### config.mk
export PLATFORM = sky130hd
export DESIGN_NAME = mat_mem_resp
export DESIGN_NICKNAME = d
export VERILOG_FILES = /design/src/rtl/mat_mem_pkg.sv /design/src/rtl/mat_mem_tag_pipe.sv /design/src/rtl/mat_mem_resp.sv
export SDC_FILE = /design/constraint.sdc
export NUM_CORES = 1
export LEC_CHECK = 0
export CAP_MARGIN = 20
export CORE_AREA = 2 2 417 419
export DETAILED_ROUTE_END_ITERATION = 8
export DIE_AREA = 0 0 419 421
export HOLD_SLACK_MARGIN = 0.05
export PLACE_DENSITY_LB_ADDON = 0.05
export RECOVER_POWER = 25
export SYNTH_ARGS = -nofsm -noshare
export SYNTH_HDL_FRONTEND = slang
export SYNTH_SLANG_ARGS = --single-unit
### constraint.sdc
create_clock -name i_clk -period 2.5 [get_ports i_clk]
set_clock_uncertainty 0.2 [all_clocks]
set_input_delay 0.75 -clock i_clk [delete_from_list [all_inputs] [get_ports i_clk]]
set_output_delay 0.75 -clock i_clk [all_outputs]
set_load 0.005 [all_outputs]
### src/rtl/mat_mem_pkg.sv
`default_nettype none
// ============================================================================
// Module   : mat_mem_pkg
// Brief    : Shared types and constants for the matrix-memory read responder.
// Revision : 1.0 - initial release
// ============================================================================
package mat_mem_pkg;

  localparam int AW_DEF       = 10;
  localparam int DW_DEF       = 256;
  localparam int DEPTH_DEF    = 1024;
  localparam int SRAM_LAT_DEF = 1;

  typedef enum logic [1:0] {
    S_SERVE = 2'd0,
    S_DRAIN = 2'd1,
    S_LOAD  = 2'd2
  } state_e;

  // Per-read tag travelling alongside the SRAM access
  typedef struct packed {
    logic vld;
    logic oor;
  } tag_t;

  // Fibonacci LFSR x^16 + x^14 + x^13 + x^11 + 1 (bits 15,13,12,10)
  localparam logic [15:0] LFSR_SEED = 16'hACE1;
  localparam logic [15:0] LFSR_TAPS = 16'hB400;

  function automatic logic lfsr_fb(input logic [15:0] s);
    return ^(s & LFSR_TAPS);
  endfunction

endpackage
`default_nettype wire

### src/rtl/mat_mem_tag_pipe.sv
`default_nettype none
// ============================================================================
// Module   : mat_mem_tag_pipe
// Brief    : Shift register of read tags covering SRAM latency plus the
//            output register; reports when no read is in flight.
// Revision : 1.0 - initial release
// ============================================================================
module mat_mem_tag_pipe
  import mat_mem_pkg::*;
#(
  parameter int STAGES = 2
) (
  input  logic clk_i,
  input  logic rst_ni,
  input  tag_t tag_i,
  output tag_t tap_o,       // stage feeding the data output register
  output logic last_vld_o,  // final stage: drives the data-valid pulse
  output logic empty_o
);

  tag_t [STAGES-1:0] pipe_q;

  // Advance every tag one stage per clock
  always_ff @(posedge clk_i or negedge rst_ni) begin
    if (!rst_ni) begin
      pipe_q <= '0;
    end else begin
      pipe_q <= {pipe_q[STAGES-2:0], tag_i};
    end
  end

  // Pipeline is empty when no stage carries a valid read
  always_comb begin
    empty_o = 1'b1;
    for (int i = 0; i < STAGES; i++) begin
      if (pipe_q[i].vld) empty_o = 1'b0;
    end
  end

  assign tap_o      = pipe_q[STAGES-2];
  assign last_vld_o = pipe_q[STAGES-1].vld;

endmodule
`default_nettype wire

### src/rtl/mat_mem_resp.sv
`default_nettype none
// ============================================================================
// Module   : mat_mem_resp
// Brief    : Matrix-memory read responder. Serves solver row reads from an
//            external single-port SRAM and hands the SRAM to a loader on
//            request after draining in-flight reads.
//            Optional macro MAT_MEM_STALL_INJ_EN: LFSR-driven rrdy stalls.
// Revision : 1.0 - initial release
// ============================================================================
module mat_mem_resp
  import mat_mem_pkg::*;
#(
  parameter int AW       = AW_DEF,
  parameter int DW       = DW_DEF,
  parameter int DEPTH    = DEPTH_DEF,
  parameter int SRAM_LAT = SRAM_LAT_DEF
) (
  input  logic          i_clk,
  input  logic          i_rst_n,
  input  logic          i_mem_rreq,
  input  logic [AW-1:0] i_mem_addr,
  output logic          o_mem_rrdy,
  output logic [DW-1:0] o_mem_dout,
  output logic          o_mem_dout_vld,
  input  logic          i_ld_mode,
  input  logic          i_ld_wreq,
  input  logic [AW-1:0] i_ld_addr,
  input  logic [DW-1:0] i_ld_data,
  output logic          o_ld_wrdy,
  output logic          o_ld_busy,
  output logic          o_sram_cen,
  output logic          o_sram_wen,
  output logic [AW-1:0] o_sram_addr,
  output logic [DW-1:0] o_sram_din,
  input  logic [DW-1:0] i_sram_dout
);

  state_e        state_q, state_d;
  logic [DW-1:0] dout_q;
  logic          rd_accept;
  logic          rd_oor;
  logic          wr_oor;
  logic          stall;
  tag_t          tag_in;
  tag_t          tag_tap;
  logic          tag_last_vld;
  logic          pipe_empty;

  assign rd_oor = (32'(i_mem_addr) >= DEPTH);
  assign wr_oor = (32'(i_ld_addr) >= DEPTH);

`ifdef MAT_MEM_STALL_INJ_EN
  logic [15:0] lfsr_q;

  // Free-running LFSR; low two bits zero marks a stall cycle
  always_ff @(posedge i_clk or negedge i_rst_n) begin
    if (!i_rst_n) begin
      lfsr_q <= LFSR_SEED;
    end else begin
      lfsr_q <= {lfsr_q[14:0], lfsr_fb(lfsr_q)};
    end
  end

  assign stall = (lfsr_q[1:0] == 2'b00);
`else
  assign stall = 1'b0;
`endif

  // State register
  always_ff @(posedge i_clk or negedge i_rst_n) begin
    if (!i_rst_n) begin
      state_q <= S_SERVE;
    end else begin
      state_q <= state_d;
    end
  end

  // Next state, handshakes and SRAM port steering
  always_comb begin
    state_d     = state_q;
    o_mem_rrdy  = 1'b0;
    o_ld_wrdy   = 1'b0;
    o_sram_cen  = 1'b0;
    o_sram_wen  = 1'b0;
    o_sram_addr = '0;
    o_sram_din  = '0;
    rd_accept   = 1'b0;
    unique case (state_q)
      S_SERVE: begin
        // rrdy is gated by reset so the handshake stays closed while held
        o_mem_rrdy = i_rst_n & ~i_ld_mode & ~stall;
        rd_accept  = i_mem_rreq & o_mem_rrdy;
        if (rd_accept) begin
          o_sram_cen  = ~rd_oor;
          o_sram_addr = i_mem_addr;
        end
        if (i_ld_mode) state_d = S_DRAIN;
      end
      S_DRAIN: begin
        if (pipe_empty) state_d = S_LOAD;
      end
      S_LOAD: begin
        o_ld_wrdy = i_ld_wreq;
        if (i_ld_wreq && !wr_oor) begin
          o_sram_cen  = 1'b1;
          o_sram_wen  = 1'b1;
          o_sram_addr = i_ld_addr;
          o_sram_din  = i_ld_data;
        end
        if (!i_ld_mode) state_d = S_SERVE;
      end
      default: state_d = S_SERVE;
    endcase
  end

  assign tag_in = {rd_accept, rd_accept & rd_oor};

  mat_mem_tag_pipe #(
    .STAGES (SRAM_LAT + 1)
  ) u_tag_pipe (
    .clk_i      (i_clk),
    .rst_ni     (i_rst_n),
    .tag_i      (tag_in),
    .tap_o      (tag_tap),
    .last_vld_o (tag_last_vld),
    .empty_o    (pipe_empty)
  );

  // Capture SRAM data when its tag reaches the output; hold otherwise
  always_ff @(posedge i_clk or negedge i_rst_n) begin
    if (!i_rst_n) begin
      dout_q <= '0;
    end else if (tag_tap.vld) begin
      dout_q <= tag_tap.oor ? '0 : i_sram_dout;
    end
  end

  assign o_mem_dout     = dout_q;
  assign o_mem_dout_vld = tag_last_vld;
  assign o_ld_busy      = (state_q == S_DRAIN) || (state_q == S_LOAD);

endmodule
`default_nettype wire

## Word-level counts from Yosys, hierarchy flattened

Cells that the tools add are included.

- Logic and storage cells: 33
- Bits of input ports: 537
- Output and inout port bits: 528
- Flip-flop bits (word level): 260

- Mux-type cells: 18
- Equality and inequality tests: 5
- Reduce and logical (&&, ||, !) cells: 3
- Bitwise operators: 3

Operator list:

| kind | number |
|---|---|
| $mux 256 | 2 |
| $mux 10 | 2 |
| $pmux 10 s2 | 1 |
| $mux 1 | 8 |
| $mux 2 | 3 |
| $ne 2x2->1 const B | 3 |
| $pmux 2 s3 | 1 |
| $reduce_and 3->1 | 1 |
| $and 1x1->1 | 2 |
| $eq 2x1->1 const B | 1 |
| $eq 2x2->1 const B | 1 |
| $logic_not 2->1 | 1 |
| $pmux 1 s2 | 1 |
| $logic_or 1x1->1 | 1 |
| $not 1->1 | 1 |

## Longest topological paths before layout

- Word-level depth: 5
- Depth in mapped cells: 6

## Cells and area by module

From an unflattened synthesis, not the netlist that was laid out.

- Cells, all modules: 1,457
- Area, all modules: 13,247.7 µm²

By module, submodules not included:

| module | sequential area each (µm²) | times used | area an instance (µm²) | cells an instance |
|---|---|---|---|---|
| mat_mem_resp | 6,456.2 | 1 | 13,168.9 | 1,453 |
| mat_mem_tag_pipe | 75.1 | 1 | 78.8 | 4 |

## Least setup slack after synthesis

OpenSTA, ideal clock, no wires.

- Kind: input-to-output
- Start point: input i_rst_n
- End point: output o_sram_addr[1]
- Arrival: 1,341 ps
- Path slack: 209 ps
- Cell stages on the path: 4
- Path through: nand2_1 nor3b_2 buf_4 a22o_1

- Word-level cells in the longest chain between the ends: 4

RTL lines:

| what | line | text |
|---|---|---|
| from (decl) | mat_mem_resp.sv:19 | `input logic i_rst_n,` |
| $and 1x1->1 | mat_mem_resp.sv:91 | `o_mem_rrdy = i_rst_n & ~i_ld_mode & ~stall;` |
| $and 1x1->1 | mat_mem_resp.sv:92 | `rd_accept = i_mem_rreq & o_mem_rrdy;` |
| $mux 10 | mat_mem_resp.sv:93 | `if (rd_accept) begin` |
| $pmux 10 s2 | mat_mem_resp.sv:88 | `unique case (state_q)` |
| to (decl) | mat_mem_resp.sv:33 | `output logic [AW-1:0] o_sram_addr,` |

No other way between the ends.

## Final worst setup path

- Start point: input i_ld_mode
- End point: output o_sram_addr[7]

- Word-level cells in the longest chain between the ends: 5

RTL lines:

| what | line | text |
|---|---|---|
| from (decl) | mat_mem_resp.sv:25 | `input logic i_ld_mode,` |
| $not 1->1 | mat_mem_resp.sv:91 |  |
| $and 1x1->1 | mat_mem_resp.sv:91 |  |
| $and 1x1->1 | mat_mem_resp.sv:92 |  |
| $mux 10 | mat_mem_resp.sv:93 |  |
| $pmux 10 s2 | mat_mem_resp.sv:88 |  |

No other way between the ends.

==> results.ini <==
[route]
drc=0
viasPerCell=2.88
detail-route-antenna-nets=0
firstDrtPassIters=4
routed_wl_um=110000
wl_per_cell_um=24.8
drt_iter0_drc=289
vias=12742

[worst_setup_path]
critPathKind=primary input to output pin
arrival_ps=2270
cp_slowest_stage_delay_ps=550
crit_slowest_cell=clkdlybuf4s50_1
end_kind=output pin
cp-start-kind=primary input
crit_top_cell=buf_12
path_cells=clkdlybuf4s50_1 > nor3b_4 > buf_12 > buf_12 > buf_8 > a22o_1 > buf_6
path_buf_inv=5
path_delay_family=buffers and inverters
crit_required_ps=1550
cp_max_fo=6

[timing]
finalCriticalPeriod_ps=3220
tns_ps=-138180
tightest_slew_ps=1370
timing.fmax_ghz=0.311
hold_viol=0
postLayoutSetupSlackWorst_ps=-719
period_share=1.29
rsz0062_at_grt=true
maxSlewHeadroom=0.0871
drv_slew=0
final-setup-viol-count=292

[placed_design]
placed_area_um2=26800
pre_cts_slack_ps=-1170
place.gp.congestion=0.804
dp.cells=4251
post-dp-hpwl_um=89000
portBuffers=1064

[logic_synthesis]
synth.distinct_cells=20
avgSynthCellArea_um2=14.5
post_synth_xor_area_fraction=0
syn_nets=1427
synth_area_um2=12900
yosys.area_share.adder=0.00389
synth_top_family_by_area=multiplexers
yosysSeqAreaShare=0.506
synthSimpleGateAreaFrac=0.127
synth_area_leaders=dfrtp_1 51%, mux2_4 28%, and3_1 12%
yosysTopAreaCell=dfrtp_1
synth_warnings=0
muxShareOfSynthArea=0.297
yosysTopAreaCellShare=0.506
ys_ff_latch=260
synth_compound_area_frac=0.00720
syn_inst=886

[clock_network]
clkSinkCount=260
root_buffer=clkbuf_16
htreeDepth=2
clk_latency_ps=590
cts_tree=yes
clkTransAtPathRegs_ps=60
ctsHoldBuffers=0
numCtsBuffers=40
cts_max_path_buffers=3

[floorplan]
die_y_um=421
start_util=0.0746
ios=1065
core_area_um2=172000
fp-row-count=153
die_x_um=419
die_area_um2=176000

[layout]
syn_to_final_growth_pct=139
stdcell_area_um2=30700
layout-drive-gt1-share=0.463
final_cell_mix=634 x clkdlybuf4s50_1, 260 x buf_6, 260 x dfrtp_1
final-seq-area_um2=6510
multi_input_area_um2=6740
instances_no_fill=4431
nets=2603
final.fill_count=19022
final_common_cell=clkdlybuf4s50_1

[global_routing]
grt_pass1_wl_um=142000
grt-ovfl-total=0
antenna_found_initial=58
grt_use_total=0.120
grt_max_degree=119
grt_pass1_vias=14247

[power_and_ir_drop]
leakage_uw=0.0130
p_clk_frac=0.205
seqPwrFrac=0.265
swShare=0.318
totalPowerFinal_uw=27900
p_switching_uw=8880
ir_drop_mv=0.375
internal_power_uw=19100
p_per_area_nw_per_um2=909
p_comb_frac=0.531

[hold_path]
hold_class=flop to flop

[status]
violations=setup timing
outcome=finished with violations

[run]
drv_cap=0

## layout make-up
cell class	count	share of cell area
Antenna cell	18	0.00147
Clock buffer	58	0.0384
Clock inverter	10	0.00289
Inverter	2	0.000244
Multi-Input combinational cell	536	0.219
Sequential cell	260	0.212
Tap cell	2325	0.0947
Timing Repair Buffer	1222	0.431
## cell families (layout without fill, tap and decap cells)
kind of cell / after synthesis / in the layout
AOI/OAI and AO/OA: 11 / 11
and+or+nand+nor: 262 / 262
buffers and inverters: 90 / 1292
adders and majority gates: 4 / 4
other: 0 / 18
DFF: 260 / 260
muxes: 259 / 259
## sequential cells by signal, summed over array words and instances, names as in the netlist
name / count
state_q: 2
o_mem_dout: 256
u_tag_pipe.last_vld_o: 1
u_tag_pipe.tap_o: 1
## cell usage after synthesis
| library cell | n |
|---|---|
| mux2_4 | 240 |
| buf_6 | 6 |
| and2_1 | 1 |
| buf_12 | 22 |
| o21ai_0 | 1 |
| clkbuf_1 | 50 |
| buf_2 | 7 |
| dfrtp_1 | 260 |
| nand2_1 | 2 |
| clkbuf_2 | 1 |
| and3_1 | 256 |
| mux2_2 | 18 |
| a22o_1 | 10 |
| nor2_1 | 1 |
| ha_1 | 4 |
| mux2i_1 | 1 |
| inv_1 | 2 |
| buf_4 | 2 |
| nor3b_2 | 1 |
| or2_2 | 1 |
## worst reg2reg max path, cell delays in order (launching register included)
cell and delay, ps:
dfrtp_1 1000, buf_4 570, buf_12 300, mux2_4 350
## layer usage
metal	track usage	up-vias	wire, µm
met1	0.0928	6315	30200
li1	-	5573	-
met4	0.0272	60	3380
met2	0.258	618	65600
met3	0.0520	176	10500
met5	0	-	366
## through the flow
stage                util  hold WS [ps]
floorplan               -           174
global placement    0.155           293
detailed placement  0.155           291
CTS                 0.174           149
global route        0.178           300
finish              0.178           286
## power groups by stage
stage               clock network [µW]  registers (µW)  logic [µW]
global route                      6250            7690       15600
CTS                               6150            7440       15200
finish                            5720            7390       14800
detailed placement                   0            7510       13400
global placement                     0            7510       13500
floorplan                            0            7600        4250
## repair_timing
action	CTS	global route
setup endpoints to repair	417	282
resized for setup	1434	322
setup buffers	80	19
gates cloned	21	3
pin swaps	8	7
## worst paths after layout
kind | from | endpoint | slack, ps | cells after the start
max in group asynchronous | i_rst_n | o_mem_dout[33] | 140 | 4
worst min register to register | o_mem_dout[147] | o_mem_dout[147] | 290 | 1
worst max register to register | u_tag_pipe.tap_o[1] | o_mem_dout[6] | -50 | 3
worst min-delay path | o_mem_dout[147] | o_mem_dout[147] | 290 | 1
worst max-delay path | i_ld_mode | o_sram_addr[7] | -720 | 7
min in group asynchronous | i_rst_n | o_mem_dout[187] | 410 | 3
No activity file was read; power rests on OpenSTA's default activity.
